**src/rtl/ws2812_rx_decoder_if.sv**
```systemverilog
// rtl/ws2812_rx_decoder_if.sv - decoded pixel / frame event bundle of the WS2812 receiver
//
// Purpose: carries the decoder results to the consumer (loopback checker or chain monitor).
// Ports (signals):
//   pixel_data   24     last decoded pixel {G,R,B}, first received bit = bit 23
//   pixel_valid  1      1-cycle pulse, pixel_data/pixel_idx updated
//   pixel_idx    PIX_W  index of pixel_data within the current frame
//   frame_done   1      1-cycle pulse on latch (long low) detection
//   frame_err    1      1-cycle pulse with frame_done when a partial pixel was dropped
//   pulse_err    1      1-cycle pulse when a high pulse is too long
// Modports: master = decoder (drives), slave = consumer (observes).

interface ws2812_rx_decoder_if #(
   parameter int PIX_W = 8
);
   logic [23:0]      pixel_data;
   logic             pixel_valid;
   logic [PIX_W-1:0] pixel_idx;
   logic             frame_done;
   logic             frame_err;
   logic             pulse_err;

   modport master (
      output pixel_data,
      output pixel_valid,
      output pixel_idx,
      output frame_done,
      output frame_err,
      output pulse_err
   );

   modport slave (
      input pixel_data,
      input pixel_valid,
      input pixel_idx,
      input frame_done,
      input frame_err,
      input pulse_err
   );
endinterface

```
**src/rtl/ws2812_rx_decoder.sv**
```systemverilog
// rtl/ws2812_rx_decoder.sv - WS2812 single-wire receive decoder (pulse width -> GRB pixels)
//
// Purpose: measures the high time of each din pulse, decodes it to a bit, packs 24 bits
//          MSB-first into a GRB pixel and detects the long low time that latches a frame.
// Ports:
//   sys_clk  in   system clock (50 MHz)
//   sys_rst  in   synchronous reset, active-high
//   din      in   asynchronous WS2812 serial line
//   px       ws2812_rx_decoder_if.master: pixel_data, pixel_valid, pixel_idx,
//            frame_done, frame_err, pulse_err

module ws2812_rx_decoder #(
   parameter int BIT_THRESH = 30,
   parameter int MAX_HIGH   = 60,
   parameter int RESET_CYC  = 2500,
   parameter int PIX_W      = 8
) (
   input  logic                 sys_clk,
   input  logic                 sys_rst,
   input  logic                 din,
   ws2812_rx_decoder_if.master  px
);

   localparam int CNT_TOP = (MAX_HIGH > RESET_CYC) ? MAX_HIGH : RESET_CYC;
   localparam int CW      = $clog2(CNT_TOP) + 1;

   localparam logic [CW-1:0] CNT_SAT   = '1;
   localparam logic [CW-1:0] CNT_ONE   = CW'(1);
   localparam logic [CW-1:0] THRESH_C  = CW'(BIT_THRESH);
   localparam logic [CW-1:0] HI_LAST   = CW'(MAX_HIGH - 1);
   localparam logic [CW-1:0] LO_LAST   = CW'(RESET_CYC - 1);

   typedef enum logic [1:0] {
      IDLE = 2'd0,
      HIGH = 2'd1,
      LOW  = 2'd2,
      ERR  = 2'd3
   } state_t;

   // line synchronizer plus edge register
   logic sync1, sync2, line_d;
   logic rise, fall;

   state_t           state, state_n;
   logic [CW-1:0]    hi_cnt, hi_n, hi_inc;
   logic [CW-1:0]    lo_cnt, lo_n, lo_inc;
   logic [4:0]       bit_cnt, bit_n;
   logic [23:0]      shreg, sh_n;
   logic             pend, pend_n;
   logic [PIX_W-1:0] next_idx;
   logic             idx_clr;
   logic             fdone_n, ferr_n, perr_n;

   logic [23:0]      pixel_data_q;
   logic             pixel_valid_q;
   logic [PIX_W-1:0] pixel_idx_q;
   logic             frame_done_q, frame_err_q, pulse_err_q;

   assign rise   = sync2 & ~line_d;
   assign fall   = ~sync2 & line_d;
   assign hi_inc = (hi_cnt == CNT_SAT) ? hi_cnt : hi_cnt + CNT_ONE;
   assign lo_inc = (lo_cnt == CNT_SAT) ? lo_cnt : lo_cnt + CNT_ONE;

   always_comb begin
      state_n = state;
      hi_n    = hi_cnt;
      lo_n    = lo_cnt;
      bit_n   = bit_cnt;
      sh_n    = shreg;
      pend_n  = 1'b0;
      fdone_n = 1'b0;
      ferr_n  = 1'b0;
      perr_n  = 1'b0;
      idx_clr = 1'b0;
      case (state)
         IDLE: begin
            if (rise) begin
               state_n = HIGH;
               hi_n    = CNT_ONE;
            end
         end
         HIGH: begin
            if (fall) begin
               sh_n = {shreg[22:0], (hi_cnt >= THRESH_C)};
               // 24th bit: the full word sits in shreg now and is published next cycle
               if (bit_cnt == 5'd23) begin
                  bit_n  = 5'd0;
                  pend_n = 1'b1;
               end else begin
                  bit_n = bit_cnt + 5'd1;
               end
               state_n = LOW;
               lo_n    = CNT_ONE;
            end else if (hi_cnt == HI_LAST) begin
               perr_n  = 1'b1;
               sh_n    = '0;
               bit_n   = 5'd0;
               lo_n    = '0;
               state_n = ERR;
            end else begin
               hi_n = hi_inc;
            end
         end
         LOW: begin
            // a rise wins over the latch on the same cycle
            if (rise) begin
               state_n = HIGH;
               hi_n    = CNT_ONE;
            end else if (lo_cnt == LO_LAST) begin
               fdone_n = 1'b1;
               ferr_n  = (bit_cnt != 5'd0);
               bit_n   = 5'd0;
               sh_n    = '0;
               idx_clr = 1'b1;
               state_n = IDLE;
            end else begin
               lo_n = lo_inc;
            end
         end
         ERR: begin
            // only an uninterrupted low run of RESET_CYC cycles recovers
            if (sync2) begin
               lo_n = '0;
            end else if (lo_cnt == LO_LAST) begin
               fdone_n = 1'b1;
               idx_clr = 1'b1;
               state_n = IDLE;
            end else begin
               lo_n = lo_inc;
            end
         end
         default: state_n = IDLE;
      endcase
   end

   always_ff @(posedge sys_clk) begin
      if (sys_rst) begin
         sync1         <= 1'b0;
         sync2         <= 1'b0;
         line_d        <= 1'b0;
         state         <= IDLE;
         hi_cnt        <= '0;
         lo_cnt        <= '0;
         bit_cnt       <= 5'd0;
         shreg         <= '0;
         pend          <= 1'b0;
         next_idx      <= '0;
         pixel_data_q  <= '0;
         pixel_valid_q <= 1'b0;
         pixel_idx_q   <= '0;
         frame_done_q  <= 1'b0;
         frame_err_q   <= 1'b0;
         pulse_err_q   <= 1'b0;
      end else begin
         sync1         <= din;
         sync2         <= sync1;
         line_d        <= sync2;
         state         <= state_n;
         hi_cnt        <= hi_n;
         lo_cnt        <= lo_n;
         bit_cnt       <= bit_n;
         shreg         <= sh_n;
         pend          <= pend_n;
         pixel_valid_q <= pend;
         frame_done_q  <= fdone_n;
         frame_err_q   <= ferr_n;
         pulse_err_q   <= perr_n;
         // pend and idx_clr are never both set: a latch needs long low after the last fall
         if (pend) begin
            pixel_data_q <= shreg;
            pixel_idx_q  <= next_idx;
            next_idx     <= next_idx + 1'b1;
         end else if (idx_clr) begin
            next_idx <= '0;
         end
      end
   end

   assign px.pixel_data  = pixel_data_q;
   assign px.pixel_valid = pixel_valid_q;
   assign px.pixel_idx   = pixel_idx_q;
   assign px.frame_done  = frame_done_q;
   assign px.frame_err   = frame_err_q;
   assign px.pulse_err   = pulse_err_q;

endmodule

```
**src/flat_wrapper.sv**
```systemverilog
// flat-port wrapper written by rule: the top's interface ports become plain ports
module ws2812_rx_decoder_flat 
#(
   parameter int BIT_THRESH = 30,
   parameter int MAX_HIGH   = 60,
   parameter int RESET_CYC  = 2500,
   parameter int PIX_W      = 8
)
  (sys_clk, sys_rst, din, px_pixel_data, px_pixel_valid, px_pixel_idx, px_frame_done, px_frame_err, px_pulse_err);
  ws2812_rx_decoder_if #(.PIX_W(PIX_W)) px_i ();
  input  logic sys_clk;
  input  logic sys_rst;
  input  logic din;
  output wire logic [$bits(px_i.pixel_data)-1:0] px_pixel_data;
  output wire logic [$bits(px_i.pixel_valid)-1:0] px_pixel_valid;
  output wire logic [$bits(px_i.pixel_idx)-1:0] px_pixel_idx;
  output wire logic [$bits(px_i.frame_done)-1:0] px_frame_done;
  output wire logic [$bits(px_i.frame_err)-1:0] px_frame_err;
  output wire logic [$bits(px_i.pulse_err)-1:0] px_pulse_err;
  assign px_pixel_data = px_i.pixel_data;
  assign px_pixel_valid = px_i.pixel_valid;
  assign px_pixel_idx = px_i.pixel_idx;
  assign px_frame_done = px_i.frame_done;
  assign px_frame_err = px_i.frame_err;
  assign px_pulse_err = px_i.pulse_err;
  ws2812_rx_decoder #(.BIT_THRESH(BIT_THRESH), .MAX_HIGH(MAX_HIGH), .RESET_CYC(RESET_CYC), .PIX_W(PIX_W)) u_core (.sys_clk(sys_clk), .sys_rst(sys_rst), .din(din), .px(px_i));
endmodule
```
**config.mk**
```make
export PLATFORM = sky130hd
export DESIGN_NAME = ws2812_rx_decoder_flat
export DESIGN_NICKNAME = d
export VERILOG_FILES = /design/src/rtl/ws2812_rx_decoder_if.sv /design/src/rtl/ws2812_rx_decoder.sv /design/src/flat_wrapper.sv
export SDC_FILE = /design/constraint.sdc
export NUM_CORES = 1
export LEC_CHECK = 0
export CORE_MARGIN = 4
export CORE_UTILIZATION = 51
export DETAILED_ROUTE_END_ITERATION = 10
export GPL_ROUTABILITY_DRIVEN = 0
export HOLD_SLACK_MARGIN = 0.02
export PLACE_DENSITY = 0.72
export REMOVE_ABC_BUFFERS = 1
export SYNTH_ARGS = -nofsm -noshare
export SYNTH_HDL_FRONTEND = slang
export SYNTH_SLANG_ARGS = --single-unit
```
**constraint.sdc**
```tcl
create_clock -name sys_clk -period 2.75 [get_ports sys_clk]
set_input_delay 0.275 -clock sys_clk [delete_from_list [all_inputs] [get_ports sys_clk]]
set_output_delay 0.275 -clock sys_clk [all_outputs]
set_load 0.02 [all_outputs]
```
* Yosys cells after proc, flatten, opt, wreduce, memory -nomap -nowiden
Cells that the tools add are included.
Word-level totals: logic and storage cells 98, flip-flop bits (word level) 105, input port bits 3
Cells by class: bitwise gates (word level) 8, add/sub/neg operators 4, equality and inequality tests 17, muxes and demuxes 38, magnitude comparators 1, reduce and logical (&&, ||, !) cells 14
Operators by type and width (count):
- 13-bit 2-to-1 mux | 10
- 24-bit 2-to-1 mux | 4
- 24-bit case mux with 2 select lines | 1
- 13-bit case mux with 3 select lines | 1
- 13-bit by 1-bit adder with 13-bit output (second input constant) | 2
- 13-bit equality test (second input constant) | 2
- 13-bit case mux with 2 select lines | 1
- 5-bit 2-to-1 mux | 5
- 8-bit 2-to-1 mux | 2
- 13-bit by 12-bit equality test with 1-bit output (second input constant) | 1
- 13-bit by 6-bit equality test with 1-bit output (second input constant) | 1
- 13-bit by 5-bit >= comparator with 1-bit output (second input constant) | 1
- 2-bit 2-to-1 mux | 6
- 2-bit inequality test (second input constant) | 5
- 5-bit case mux with 2 select lines | 1
- 8-bit by 1-bit adder with 8-bit output (second input constant) | 1
- 2-bit case mux with 4 select lines | 1
- 2-bit by 1-bit inequality test with 1-bit output (second input constant) | 3
- 1-bit inverter | 6
- 3-bit AND reduction | 2
- 2-bit nonzero test | 3
- 3-bit OR reduction | 2
- 5-bit by 1-bit adder with 5-bit output (second input constant) | 1
- 5-bit equality test (second input constant) | 1
- 13 further kinds | 19

* Longest topological paths before layout
Gate-level depths: netlist of run 1.
word-level depth 6, depth in mapped cells 8, depth with buffers taken out 6

* Worst setup path after synthesis of run 1
OpenSTA, ideal clock, no wires.
kind reg2reg, start reg u_core.lo_cnt[0], end reg u_core.lo_cnt[10], clock period less this slack 2009 ps, cell stages (with the launch flop) 8, library setup time 74 ps, slack 741 ps, arrival 1935 ps, cells stage by stage dfxtp_1 -> ha_1 -> and4_1 -> and3_4 -> or2_1 -> clkbuf_2 -> or4_1 -> a31oi_1
Between the ends: longest elaborated chain between the ends 5
RTL lines:
- start: declaration | line ws2812_rx_decoder.sv:46 | logic [CW-1:0] lo_cnt, lo_n, lo_inc;
- start signal: assignment | line ws2812_rx_decoder.sv:160 | lo_cnt <= lo_n;
- 13-bit by 1-bit adder with 13-bit output or 13-bit equality test (tied branches) | line ws2812_rx_decoder.sv:62 | assign lo_inc = (lo_cnt == CNT_SAT) ? lo_cnt : lo_cnt + CNT_ONE;
- 13-bit 2-to-1 mux | line ws2812_rx_decoder.sv:62
- 13-bit 2-to-1 mux * | line ws2812_rx_decoder.sv:109, ws2812_rx_decoder.sv:124
- 13-bit 2-to-1 mux, on equally long branches | line ws2812_rx_decoder.sv:122, ws2812_rx_decoder.sv:106
- 13-bit case mux with 3 select lines * | line ws2812_rx_decoder.sv:75 | case (state)
Mark *: on every way between the ends. The rest lies on a longest branch, timed or not. The select of a mux whose other input is x is not followed. A chain may end at the register's enable or synchronous reset.

* Final worst setup path of run 1
start reg u_core.lo_cnt[0], end reg u_core.shreg[17]
Between the ends: longest elaborated chain between the ends 3
RTL lines:
- 13-bit by 12-bit equality test with 1-bit output | line ws2812_rx_decoder.sv:109 | end else if (lo_cnt == LO_LAST) begin
- 2-bit by 1-bit inequality test with 1-bit output (no source line)
- 4-bit AND reduction (no source line)
- end signal: assignment | line ws2812_rx_decoder.sv:162 | shreg <= sh_n;
- end: declaration | line ws2812_rx_decoder.sv:48 | logic [23:0] shreg, sh_n;
Every way passes these cells.

==> results of run 1 <==
==> cell type report <==
cell class,instances,area share
clock inverter,6,0.01039
inverter,14,0.009922
timing repair buffer,50,0.08788
multi-input combinational,372,0.4458
tap,108,0.02551
clock buffer,9,0.02339
sequential,105,0.3971
==> final timing paths <==
path / depth (start not counted) / slack (ns) / end / start
hold / removal: 2 / 0.18 / u_core.lo_cnt[10]$_SDFFE_PP0P_ / sys_rst
setup reg to reg: 7 / 0.42 / u_core.shreg[17]$_SDFFE_PP0P_ / u_core.lo_cnt[0]$_SDFFE_PP0P_
hold reg to reg: 1 / 0.45 / u_core.sync2$_SDFF_PP0_ / u_core.sync1$_SDFF_PP0_
setup / recovery: 7 / 0.42 / u_core.shreg[17]$_SDFFE_PP0P_ / u_core.lo_cnt[0]$_SDFFE_PP0P_
==> worst max-delay path: cells and delay by family (launching register included) <==
kind                     cells  cell delay (ns)
AO/OA/AOI/OAI                3             0.72
adder cells (fa/ha/maj)      1             0.27
buffers and inverters        1             0.27
flip-flops                   1             0.45
AND/OR/NAND/NOR              2             0.50
==> through the flow <==
stage	area (um^2)	utilization	power (W)
3_3_place_gp	5117	0.5811	0.001699
4_1_cts	5296	0.6014	0.002565
5_1_grt	5296	0.6014	0.002649
6_report	5296	0.6014	0.002532
3_5_place_dp	5117	0.5811	0.001701
2_1_floorplan	4512	-	0.001640
==> sequential cells by signal, summed over array words and instances, names as in the netlist, 2 cells and up <==
| register | count |
|---|---|
| u_core.px.pixel_data | 24 |
| u_core.px.pixel_idx | 8 |
| u_core.next_idx | 8 |
| u_core.lo_cnt | 13 |
| u_core.shreg | 24 |
| u_core.state | 2 |
| u_core.bit_cnt | 5 |
| u_core.hi_cnt | 13 |
==> power by group through the flow <==
| stage | registers, W | logic [W] | clock network (W) |
|---|---|---|---|
| final | 0.00153 | 0.000135 | 0.000865 |
| after global routing | 0.00153 | 0.000150 | 0.000964 |
| after CTS | 0.00153 | 0.000134 | 0.000898 |
| after detailed placement | 0.00157 | 0.000134 | 0 |
| after global placement | 0.00157 | 0.000132 | 0 |
| after floorplan | 0.00157 | 0.0000722 | 0 |
==> cell usage in the layout (no fill, tap or decap), types with 7 or more instances in the layout <==
cell,netlist,final
sky130_fd_sc_hd__nand3_1,20,20
sky130_fd_sc_hd__inv_1,14,14
sky130_fd_sc_hd__dfxtp_1,105,104
sky130_fd_sc_hd__o21ai_0,28,28
sky130_fd_sc_hd__or4_1,12,12
sky130_fd_sc_hd__clkdlybuf4s50_1,0,37
sky130_fd_sc_hd__clkbuf_8,0,9
sky130_fd_sc_hd__o31ai_1,11,11
sky130_fd_sc_hd__nor2_1,54,54
sky130_fd_sc_hd__nand2_1,22,22
sky130_fd_sc_hd__buf_4,4,12
sky130_fd_sc_hd__nor4_1,8,8
sky130_fd_sc_hd__a22oi_1,7,7
sky130_fd_sc_hd__nand2b_1,7,7
sky130_fd_sc_hd__mux2i_1,34,34
sky130_fd_sc_hd__a21oi_1,49,48
sky130_fd_sc_hd__nand4_1,35,35
==> kinds of logic after synthesis <==
kind of cell | count (synthesis) | synth area share
buf+inv | 51 | 0.04629
mux | 35 | 0.07519
fa+ha+maj | 6 | 0.01606
xor+xnor | 8 | 0.01499
flops | 105 | 0.4496
simple gates | 199 | 0.2363
compound gates | 124 | 0.1616
==> metal layers <==
metal / wire, um / part of all wire / up-vias
li1: - / - / 1994
met1: 4699 / 0.48 / 1865
met2: 4496 / 0.46 / 94
met3: 406 / 0.042 / 10
met4: 110 / 0.011 / 0
met5: 0 / 0 / -
==> impl_metrics.env, run 1 <==
export IMPL_rows=34
export IMPL_clk_insertion_delay_late_ns=0.36
export IMPL_crit_slowest_cell="sky130_fd_sc_hd__dfxtp_1"
export IMPL_postCtsHoldBufs=0
export IMPL_cts_resized=0
export IMPL_antenna_violating_nets_post_route=0
export IMPL_run_status="complete, no violations"
export IMPL_tritoncts="built"
export IMPL_post_route_cells_drive_above_1_share=0.07734
export IMPL_seq_area_frac_synth=0.4496
export IMPL_chipWidth_um=103.8
export IMPL_final_setup_skew_ns=0.01144
export IMPL_min_period_ns=2.327
export IMPL_synth_main_ff_cell="sky130_fd_sc_hd__dfxtp_1"
export IMPL_synth_cells_most_frequent="105 x sky130_fd_sc_hd__dfxtp_1, 54 x sky130_fd_sc_hd__nor2_1, 49 x sky130_fd_sc_hd__a21oi_1, 35 x sky130_fd_sc_hd__nand4_1, 34 x sky130_fd_sc_hd__mux2i_1"
export IMPL_synth_ff_latch_count=105
export IMPL_slew_headroom=0.5385
export IMPL_timing_worst_slew_pin_value_ns=0.6922
export IMPL_remaining_drc_errors=0
export IMPL_grt_overflow_total=0
export IMPL_post_cts_setup_buffers=0
export IMPL_timing_final_crit_share=0.8461
export IMPL_setup_slack_ns=0.4233
export IMPL_grtUsageMet3=0.02736
export IMPL_area_growth_pct=13.27
export IMPL_finalSetupViolCount=0
export IMPL_crit_required_ns=2.98
export IMPL_netlist_cell_type_count=57
export IMPL_power_dens_cells_nw_per_um2=478.1
export IMPL_cts_sinks=105
export IMPL_place_inst=649
export IMPL_cts_buffers=9
export IMPL_yosys_warnings=0
export IMPL_critPathCaptureType="flip-flop"
export IMPL_detailroute_via_count=3963
export IMPL_drt_first_iter_violations=247
export IMPL_first_global_vias=3591
export IMPL_preCtsSetupSlack_ns=0.4708
export IMPL_fill_cells=796
export IMPL_cts_reportedPaths_clkPinSlew_ns=0.10
export IMPL_crit_path_start_kind="flip-flop"
export IMPL_initial_utilization=0.5310
export IMPL_area_of_combinational_cells_with_multiple_inputs_um2=2361
export IMPL_tns_ns=0
export IMPL_maximum_cell_stage_delay_along_the_critical_path_ns=0.45
export IMPL_data_arrival_time_of_the_critical_path_ns=2.56
export IMPL_critPathMaxFanout=16
export IMPL_holdCritPathClass="in -> reg"
export IMPL_ir_drop_mv=0.2728
export IMPL_avgRoutedWirePerCell_um=14.63
export IMPL_detailed_place_hpwl_mm=6.674
export IMPL_finalHoldViolCount=0
export IMPL_global_route_usage_total=0.1816
export IMPL_ctsHtreeMaxLevel=3
export IMPL_drv_max_cap_violation_count=0
export IMPL_floorplan_die_height_um=103.8
export IMPL_p_switching_w=0.0006329
export IMPL_insertedDiodeCount=0
export IMPL_layoutNonFillerInstCount=664
export IMPL_seqPwrFrac=0.605
export IMPL_netlist_area_um2=4676
export IMPL_fin_nets=561
export IMPL_asyncSetResetFlopFracSynth=0
export IMPL_cts_root_buffer="sky130_fd_sc_hd__clkbuf_8"
export IMPL_vias_per_cell=5.968
export IMPL_power_report_internal_total_w=0.001899
export IMPL_power_combinational_fraction=0.053
export IMPL_critPathKind="reg -> reg"
export IMPL_grt_first_pass_wirelength_mm=16.92
export IMPL_maxClockFrequency_mhz=429.8
export IMPL_detail_route_first_pass_iterations=4
export IMPL_syn_instance_count=528
export IMPL_clockBufferDepth=2
export IMPL_grt_antenna_before_repair=0
export IMPL_synth_largest_area_cell="sky130_fd_sc_hd__dfxtp_1"
export IMPL_report_final_slew_viol_count=0
export IMPL_synth_most_common_cell="sky130_fd_sc_hd__dfxtp_1"
export IMPL_synth_avg_cell_area_um2=8.856
export IMPL_timing_critical_path_cells="ha_1 > and4_1 > nand4_2 > o21a_1 > buf_4 > o21ai_0 > a21oi_1"
export IMPL_met2_usage=0.2907
export IMPL_finalWirelength_mm=9.712
export IMPL_net_switching_share_of_the_total_power=0.2499
export IMPL_unrepaired_setup_endpoints_after_global_routing="no"
export IMPL_fin_worst_hold_slack_ns=0.1844
export IMPL_power_leakage_nw=1.671
export IMPL_synth_edff_count=0
export IMPL_design_portCount=39
export IMPL_design_die_area_um2=10760
export IMPL_final_seq_area_um2=2103
export IMPL_groute_layer_met1_usage=0.2529
export IMPL_pin_count_of_the_biggest_net_entering_global_routing=51
export IMPL_fp_coreArea_um2=8806
export IMPL_clock_power_share=0.342
export IMPL_synth_largest_type_area_fraction=0.4496
export IMPL_synth_top_cells_by_area="sky130_fd_sc_hd__dfxtp_1 45%, sky130_fd_sc_hd__mux2i_1 7.3%, sky130_fd_sc_hd__a21oi_1 5.2%"
export IMPL_place_port_buffers=38
export IMPL_top_usage_layer="met2"
Power figures use the tool's default switching activity.
==> run 2, diff against run 1 <==
Settings changed: PLACE_DENSITY 0.72 to 0.74.
Clock period 2.75 ns to 1.85 ns, I/O delays scaled along.
==> run 2 against run 1 <==
  * The run now ends with negative setup slack left
  * Sequential cell count stayed put
  * Design area is 16% higher
  * Wire length up 22%
  * Non-clock buffer count grew 65
  * Critical path type unchanged
  * Largest cell class unchanged
==> impl_metrics.env, run 2 (synthesis gave the netlist of run 1 again) <==
export IMPL_run_status="finished, violations left"
export IMPL_failing_checks="negative setup slack"
export IMPL_setup_slack_ns=-0.04289
export IMPL_finalWirelength_mm=11.81
export IMPL_ir_drop_mv=0.4239
export IMPL_fin_nets=627
export IMPL_finalSetupViolCount=7
export IMPL_timing_final_crit_share=1.023
export IMPL_area_growth_pct=31.84
export IMPL_layoutNonFillerInstCount=730
export IMPL_fp_coreArea_um2=8806
export IMPL_floorplan_die_height_um=103.8
export IMPL_post_route_total_power_w=0.004059
export IMPL_min_period_ns=1.893
export IMPL_detailed_place_hpwl_mm=7.620
export IMPL_hold_path_cells=2
export IMPL_cts_reportedPaths_clkPinSlew_ns=0.11
export IMPL_place_inst=706
export IMPL_maximum_cell_stage_delay_along_the_critical_path_ns=0.51
export IMPL_layout_core_utilization=0.7001
export IMPL_initial_utilization=0.5310
export IMPL_postCtsHoldBufs=0
export IMPL_cp_num_cells=7
export IMPL_chipWidth_um=103.8
export IMPL_power_leakage_nw=2.130
export IMPL_detailroute_via_count=4400
export IMPL_global_route_usage_total=0.2058
export IMPL_data_arrival_time_of_the_critical_path_ns=2.19
export IMPL_crit_required_ns=2.15
export IMPL_ctsHtreeMaxLevel=3
export IMPL_antenna_violating_nets_post_route=0
export IMPL_first_global_vias=4143
export IMPL_report_final_slew_viol_count=0
export IMPL_layout_commonest_cell="sky130_fd_sc_hd__dfxtp_1"
export IMPL_unrepaired_setup_endpoints_after_global_routing="yes"
export IMPL_detail_route_first_pass_iterations=5
export IMPL_drv_max_cap_violation_count=0
export IMPL_crit_path_start_kind="flip-flop"
export IMPL_fin_area_um2=6165
export IMPL_rows=34
export IMPL_dp_area_um2=5595
export IMPL_cts_sinks=105
export IMPL_critPathCaptureType="flip-flop"
export IMPL_cts_root_buffer="sky130_fd_sc_hd__clkbuf_8"
export IMPL_grt_antenna_before_repair=0
export IMPL_design_die_area_um2=10760
export IMPL_clk_insertion_delay_late_ns=0.36
export IMPL_cts_buffers=9
export IMPL_crit_slowest_cell="sky130_fd_sc_hd__or4_1"
export IMPL_maxClockFrequency_mhz=528.3
export IMPL_drt_first_iter_violations=271
export IMPL_power_dens_cells_nw_per_um2=658.5
export IMPL_timing_worst_slew_pin_value_ns=0.4015
export IMPL_vias_per_cell=6.027
export IMPL_pin_count_of_the_biggest_net_entering_global_routing=43
export IMPL_grt_overflow_total=0
export IMPL_post_route_cells_drive_above_1_share=0.2508
export IMPL_preCtsSetupSlack_ns=-0.1386
export IMPL_path_buf_inv=1
export IMPL_critPathTopFamily="simple AND/OR/NAND/NOR gates"
export IMPL_holdCritPathClass="in -> reg"
export IMPL_remaining_drc_errors=0
export IMPL_critPathMaxFanout=6
export IMPL_clockBufferDepth=2
export IMPL_slew_headroom=0.7300
export IMPL_place_port_buffers=38
export IMPL_final_setup_skew_ns=0.01434
export IMPL_critPathKind="reg -> reg"
export IMPL_finalHoldViolCount=0
export IMPL_timing_critical_path_cells="ha_4 > buf_4 > nand2_2 > nor4_4 > or2_4 > or4_1 > a31oi_1"
export IMPL_insertedDiodeCount=0
export IMPL_design_portCount=39
export IMPL_worst_r2r_path_depth=7
export IMPL_layout_common_cells="95 x sky130_fd_sc_hd__dfxtp_1, 63 x sky130_fd_sc_hd__buf_4, 53 x sky130_fd_sc_hd__nor2_1"
export IMPL_fill_cells=665
export IMPL_grt_first_pass_wirelength_mm=19.18
export IMPL_avgRoutedWirePerCell_um=16.18
export IMPL_tritoncts="built"
-- run 2: cell types whose count changed in the layout (fill, tap and decap cells not counted), moves of 4 or more --
cell / change
sky130_fd_sc_hd__buf_4: +51
sky130_fd_sc_hd__buf_6: +10
sky130_fd_sc_hd__dfxtp_1: -9
sky130_fd_sc_hd__dfxtp_2: +9
sky130_fd_sc_hd__a21oi_1: -7
sky130_fd_sc_hd__a21oi_2: +6
sky130_fd_sc_hd__o21ai_0: -5
sky130_fd_sc_hd__o21ai_1: +5
sky130_fd_sc_hd__buf_12: +4
sky130_fd_sc_hd__nor4_4: +4
sky130_fd_sc_hd__o31ai_1: -4
-- run 2: layout make-up --
type                    count  area [um^2]  area share
well taps                 108        135.1     0.02192
repair buffers            115         1041      0.1689
flip-flops and latches    105         2115      0.3430
clock buffers               9        123.9     0.02009
inverters                  14        52.55    0.008524
multi-input cells         373         2623      0.4254
clock inverters             6        75.07     0.01218
-- run 2: worst paths after layout --
kind / startpoint / end / slack, ns
hold / removal: sys_rst / u_core.line_d$_SDFF_PP0_ / 0.18
setup / recovery: u_core.lo_cnt[0]$_SDFFE_PP0P_ / u_core.lo_cnt[10]$_SDFFE_PP0P_ / -0.04
hold reg to reg: u_core.sync1$_SDFF_PP0_ / u_core.sync2$_SDFF_PP0_ / 0.45
setup reg to reg: u_core.lo_cnt[0]$_SDFFE_PP0P_ / u_core.lo_cnt[10]$_SDFFE_PP0P_ / -0.04
-- run 2: timing repair --
action                                  4_1_cts  5_1_grt
gates resized for setup                      24       54
endpoints found under the setup margin       42       51
gates cloned                                  1        1
buffers inserted                              0        7
pin swaps                                     7       44
-- run 2: metrics by stage --
| step | hold WS, ns | setup TNS [ns] |
|---|---|---|
| finish | 0.1782 | -0.09911 |
| global route | 0.1713 | -1.351 |
| CTS | 0.1675 | -0.003880 |
| detailed placement | 0.4380 | -0.8878 |
| global placement | 0.4275 | -0.3252 |
| floorplan | 0.2541 | -13.01 |
-- run 2: per-layer routing --
metal	up-vias	global-route usage	wire [um]
li1	2126	-	-
met1	2123	0.2724	5286
met2	128	0.3379	5801
met3	23	0.03856	563
met4	0	0.07123	163
met5	-	0	0
-- run 2: power by group --
group          switching, W  leakage [nW]  internal [W]  total [W]
registers        0.00000877         0.851       0.00227    0.00228
logic              0.000193          1.18      0.000131   0.000324
clock network      0.000820        0.0978      0.000639    0.00146
